### config.mk
export PLATFORM = sky130hd
export DESIGN_NAME = dmem_arbiter
export DESIGN_NICKNAME = d
export VERILOG_FILES = /design/src/rtl/dmem_arbiter.sv
export SDC_FILE = /design/constraint.sdc
export NUM_CORES = 1
export LEC_CHECK = 0
export ABC_AREA = 1
export BUFFER_PORTS_ARGS = -buffer_cell sky130_fd_sc_hd__buf_4
export CAP_MARGIN = 20
export CORE_AREA = 2 2 115 117
export DETAILED_ROUTE_END_ITERATION = 16
export DIE_AREA = 0 0 117 119
export PLACE_DENSITY = 0.42
export SLEW_MARGIN = 25
export SYNTH_ARGS = -nofsm -noshare
export SYNTH_HDL_FRONTEND = slang
export SYNTH_SLANG_ARGS = --single-unit
### constraint.sdc
create_clock -name clk -period 1.3 [get_ports clk]
set_input_delay 0 -clock clk [delete_from_list [all_inputs] [get_ports clk]]
set_output_delay 0 -clock clk [all_outputs]
set_load 0.05 [all_outputs]
### src/rtl/dmem_arbiter.sv
// Two-requester round-robin arbiter in front of a single-port data memory with 1-cycle reads.
// Optional bus lock for requester m1 is compiled in with `define DMEM_ARB_LOCK_EN.
module dmem_arbiter #(
    parameter int unsigned AW = 32
) (
    input  logic          clk,
    input  logic          rst,
    input  logic          m0_req,
    input  logic          m0_we,
    input  logic [AW-1:0] m0_addr,
    input  logic [31:0]   m0_wdata,
    output logic          m0_gnt,
    output logic          m0_rvalid,
    output logic [31:0]   m0_rdata,
    input  logic          m1_req,
    input  logic          m1_we,
    input  logic [AW-1:0] m1_addr,
    input  logic [31:0]   m1_wdata,
    output logic          m1_gnt,
    output logic          m1_rvalid,
    output logic [31:0]   m1_rdata,
    output logic          mem_we,
    output logic [AW-1:0] mem_addr,
    output logic [31:0]   mem_wdata,
    input  logic [31:0]   mem_rdata
`ifdef DMEM_ARB_LOCK_EN
    ,
    input  logic          m1_lock
`endif
);

    // last_gnt_q: 0 = m0 granted most recently, 1 = m1 (reset value lets m0 win first conflict)
    logic last_gnt_q, last_gnt_d;
    logic rd_pend_q, rd_pend_d;
    logic rd_owner_q, rd_owner_d;
    logic lock_blk;
    logic acc0, acc1;

`ifdef DMEM_ARB_LOCK_EN
    logic lock_q, lock_d;

    // Lock only holds while m1 keeps both req and lock high.
    always_comb begin
        lock_blk = lock_q & m1_lock & m1_req;
        lock_d   = lock_q;
        if (rst || !m1_lock || !m1_req) begin
            lock_d = 1'b0;
        end else if (acc1) begin
            lock_d = 1'b1;
        end
    end

    always_ff @(posedge clk) begin
        lock_q <= lock_d;
    end
`else
    assign lock_blk = 1'b0;
`endif

    always_comb begin
        m0_gnt = 1'b0;
        m1_gnt = 1'b0;
        if (!rst) begin
            if (m0_req && !lock_blk && (!m1_req || last_gnt_q)) begin
                m0_gnt = 1'b1;
            end else if (m1_req) begin
                m1_gnt = 1'b1;
            end
        end
    end

    assign acc0 = m0_req & m0_gnt;
    assign acc1 = m1_req & m1_gnt;

    always_comb begin
        mem_we    = 1'b0;
        mem_addr  = '0;
        mem_wdata = '0;
        if (m0_gnt) begin
            mem_we    = m0_we;
            mem_addr  = m0_addr;
            mem_wdata = m0_wdata;
        end else if (m1_gnt) begin
            mem_we    = m1_we;
            mem_addr  = m1_addr;
            mem_wdata = m1_wdata;
        end
    end

    always_comb begin
        last_gnt_d = last_gnt_q;
        if (acc0) begin
            last_gnt_d = 1'b0;
        end else if (acc1) begin
            last_gnt_d = 1'b1;
        end
        rd_pend_d  = (acc0 & ~m0_we) | (acc1 & ~m1_we);
        rd_owner_d = acc1;
        if (rst) begin
            last_gnt_d = 1'b1;
            rd_pend_d  = 1'b0;
            rd_owner_d = 1'b0;
        end
    end

    always_ff @(posedge clk) begin
        last_gnt_q <= last_gnt_d;
        rd_pend_q  <= rd_pend_d;
        rd_owner_q <= rd_owner_d;
    end

    // Returns are masked during reset so a read issued just before rst never surfaces.
    always_comb begin
        m0_rvalid = ~rst & rd_pend_q & ~rd_owner_q;
        m1_rvalid = ~rst & rd_pend_q & rd_owner_q;
        m0_rdata  = m0_rvalid ? mem_rdata : 32'h0;
        m1_rdata  = m1_rvalid ? mem_rdata : 32'h0;
    end

endmodule

; ---- After elaboration in Yosys (flattened, before gate mapping)
; Index checks and enable logic that the tools add are counted.
[totals]
elab_cells = 34
out_inout_bits = 133
inputBits = 166
reg_bits = 3
[classes]
n_bitwise = 12
n_reduce_logical = 4
mux = 15
[op_table]
columns = cell, count
row1 = 2-to-1 mux 32 bit, 6
row2 = 2-to-1 mux 1 bit, 9
row3 = AND 1 bit, 7
row4 = NOT 1 bit, 4
row5 = nonzero test 2 bit, 1
row6 = logical AND 1 bit, 1
row7 = logical NOT 1 bit, 1
row8 = logical OR 1 bit, 1
row9 = bitwise OR 1 bit, 1

; ---- Longest topological paths before layout
[logic_depth]
depth_word = 8
ltp_mapped = 7
mapped_depth_nobuf = 5

; ---- Worst setup path before layout
; OpenSTA, ideal clock, no wires.
[synth_timing]
path_type = register -> output
startpoint = register rd_owner_q
endpoint = output port m0_rdata[22]
t_required_ps = 1300
n_path_buf = 1
setup_slack_ps = -47
path_stages_with_launch = 4
arrival_ps = 1347
cell_sequence = dfxtp_1 -> nand3b_1 -> buf_2 -> nor2_1
[synth_via]
elab_chain_len = 3
[synth_lines]
columns = element, line_no
row1 = from (decl), 35  ; logic rd_owner_q, rd_owner_d;
row2 = from (signal assigned), 109  ; rd_owner_q <= rd_owner_d;
row3 = NOT 1 bit, 114  ; m0_rvalid = ~rst & rd_pend_q & ~rd_owner_q;
row4 = AND 1 bit, 114
row5 = 2-to-1 mux 32 bit, 116  ; m0_rdata = m0_rvalid ? mem_rdata : 32'h0;
row6 = to (decl), 14  ; output logic [31:0] m0_rdata,
; Every way passes these cells.

; ---- Worst setup path after layout
[layout_timing]
startpoint = register last_gnt_q
endpoint = output port mem_addr[14]
[layout_via]
elab_chain_len = 6
word_cells_on_any_way = 8
classes_between = mux (6) / reduce/logical (2)
[layout_lines]
columns = element, line_no
row1 = from (decl), 33  ; logic last_gnt_q, last_gnt_d;
row2 = from (signal assigned), 107  ; last_gnt_q <= last_gnt_d;
row3 = logical OR 1 bit (*), 64  ; if (m0_req && !lock_blk && (!m1_req || last_gnt_q)) begin
row4 = logical AND 1 bit (*), 64
row5 = 2-to-1 mux 1 bit, 64
row6 = 2-to-1 mux 1 bit, 63  ; if (!rst) begin
row7 = 2-to-1 mux 32 bit, 83  ; end else if (m1_gnt) begin
row8 = 2-to-1 mux 32 bit (*), 79  ; if (m0_gnt) begin
row9 = to (decl), 23  ; output logic [AW-1:0] mem_addr,
; Mark *: on every way between the ends. The rest lies on a longest branch, timed or not.

==> run summary <==
Sorting the synthesized cells by how often they occur yields nand2_1 (67), nand3_1 (67), nor2_1 (67), nand4_1 (66), inv_1 (37). The worst slack at placement came out at 72.0 ps. After detailed routing, the number of vias per cell comes to 4.48. The critical-path maximum fanout is 5. The final setup violation count came out at 26. The launching element type of the critical path is a register. The max-cap check violation count is 0.

The worst setup path is captured at an output port. In this run the static leakage power is 0.00276 µW. The min-delay analysis places its worst path in the category in2reg. The register area share after synthesis is 3.49%. In the final routed layout, each cell accounts on average for 15.4 µm. The routed layout has 3659 vias. In the post-route analysis, the smallest setup slack over all paths is -47.9 ps. Once layout is done, the placed cells without fillers occupy 4930 µm².

After legalization and detailed placement, the total HPWL measured 9.19 mm. The cell count after synthesis is 356. The count of nets after finishing came out at 807. The final critical path takes up 104% of the cycle. The smallest clock period supported by the final layout is computed as 1350 ps.

The global-route congestion overflow total is 0. The routability-driven placement congestion ratio is 0.796. The wire length of the first global-routing pass came out at 17.6 mm. The dominant synthesized flop cell is dfxtp_1.

The final reports fail on setup timing. The actual slew at the worst max-slew pin came out at 373 ps. Of all cell types, the one taking the most synthesized area is nand4_1. By startpoint and endpoint, the worst setup path is classified as reg2out.

The floorplan step set the die height to 119 µm. The post-route total power is 2570 µW. Setup repair after global routing could not meet its margin everywhere. The synthesized netlist occupies a cell area of 1720 µm². The longest clock path from root to sink contains 2 buffers. The total wirelength of the detailed-routed design is 12.6 mm.

The final antenna diode count is 0. The via count of the first global-routing pass is 3486. The number of pins with negative max-slew slack in the final report is 0. The latest clock arrival within the worst-skew pair came out at 220 ps. During synthesis, Yosys emitted a total of 0 warnings. Dividing the synthesized area by the synthesized cell count gives 4.84 µm². Hold repair after CTS inserted 0 buffers. The critical path required time came out at 1300 ps. The unique cell type count in the Yosys netlist came out at 17. The number of flops mapped to enable cells by yosys came out at 0. The tree is rooted in a clkbuf_16. VDD sags by at most 0.312 mV.

The power per cell area is 522 nW/µm². The flip-flop and latch count after synthesis is 3. The worst hold-check slack is 46.2 ps. On the final layout, the worst clock skew is 0.0969 ps. The portion of synthesized cell area occupied by the leading cell type is 24.0%. TritonCTS built the clock tree. Summing all placed instances gives a cell area of 4150 µm².

Buffers inserted during clock tree synthesis total 3. Measured against its own limit, the worst slew margin works out to 75.1%. After clock tree synthesis, the clock-pin slew on the worst setup and hold paths is 30 ps. The final setup TNS is -425 ps. The run finished, with violations left. The number of nets produced by synthesis came out at 522. The number of I/O port buffers came out at 298.

By area the synthesized netlist is led by nand4_1 (24%), nand3_1 (19%), nand2_1 (15%). The fraction of layout instances using a drive strength above 1 came out at 57.7%. In the synthesized netlist the async set-or-reset flop fraction comes to 0%. The antenna violation net count after detailed routing came out at 0.

The total I/O pin count is 299. The deepest level of the CTS H-tree came out at 1. The placeable core region is 12900 µm². The clock sink count came out at 3.

The starting utilization of the core area came out at 13.4%. The filler cell count in the final layout is 1398. In this run the core area contains 42 standard-cell rows. The number of DRC violations after detailed-routing iteration 0 came out at 147. The largest net degree at the start of global routing came out at 41.

The layout-stage area growth over the synthesis result came out at 186%. The highest clock frequency the design can meet is 742 MHz. The die outline width came out at 117 µm. The initial antenna violation count came to 0. The hold violation total from the final report came out at 0. The all-layer global routing usage came out at 15.6%. The first-pass iteration count of the detailed router is 5. The arrival time of the worst setup path came out at 1350 ps. The floorplan step defined a die boundary enclosing 13900 µm². The total DRC errors in the routed layout is 0.
power by group:
group	total [µW]	switching [µW]	internal, µW
Sequential	102	2.43	99.6
Combinational	1980	1150	835
Clock	485	81.0	404
Total	2570	1230	1340
through the flow:
stage / cells / utilization, %
after detailed placement: 803 / 32.2
after global routing: 816 / 38.3
after global placement: 803 / 32.2
after CTS: 810 / 35.5
after floorplan: 356 / -
final: 816 / 38.3
routing by layer:
metal / part of all wire (%) / up-vias / GRT usage [%]
met5: 0 / - / 0
met4: 0.89 / 0 / 2.35
met3: 8.9 / 8 / 3.21
met2: 53 / 192 / 29.9
met1: 37 / 1695 / 17.8
li1: - / 1764 / -
registers in the layout, summed over array words and instances (netlist names):
register	flops
rd_pend_q	1
rd_owner_q	1
last_gnt_q	1
layout by cell type (no fill, tap or decap):
cell type and count:
buf_4 212, buf_6 92, nand4_1 66, nand3_1 65, nand2_1 63, nor2_1 37
inv_1 36, nor2_2 23, nor2_4 8, buf_12 8, clkbuf_16 6, buf_8 6
nand2_2 4, inv_2 3, nand3_2 2, dfxtp_2 2, nand2_4 1, nand2_8 1
nand3b_1 1, o211ai_1 1, clkbuf_1 1, buf_16 1, dfxtp_1 1
kinds of logic (layout without fill, tap and decap cells):
| kind of cell | count (synthesis) | in the layout | synth area share [%] |
|---|---|---|---|
| buf+inv | 81 | 365 | 21.9 |
| compound gates | 1 | 1 | 0.436 |
| flops | 3 | 3 | 3.49 |
| simple gates | 271 | 271 | 74.2 |
worst paths after layout:
path	from	endpoint	slack, ps	cells after the start
max reg2reg	last_gnt_q	rd_owner_q	180	6
min reg2reg	last_gnt_q	last_gnt_q	590	3
max	last_gnt_q	mem_addr[14]	-50	8
min	m1_we	rd_pend_q	50	4
repair_timing:
action,CTS,global route
setup buffers,1,4
pin swaps,1,7
cloned,2,4
gates resized for setup,71,84
setup endpoints to repair,67,91
layout make-up:
class,count,area [µm²],share of cell area (%)
inverters,39,146,2.97
multi-input cells,272,1440,29.2
flip-flops and latches,3,62.6,1.27
clock buffers,4,78.8,1.60
repair buffers,322,2980,60.5
well taps,176,220,4.47
critical path: stages, from the launching register on:
cell	delay [ps]
dfxtp_2	300
inv_2	70
nand2_4	90
nand2_8	110
buf_12	120
buf_16	100
nand3_1	70
nand2_1	100
buf_6	160
(Power assumes the default switching activity.)
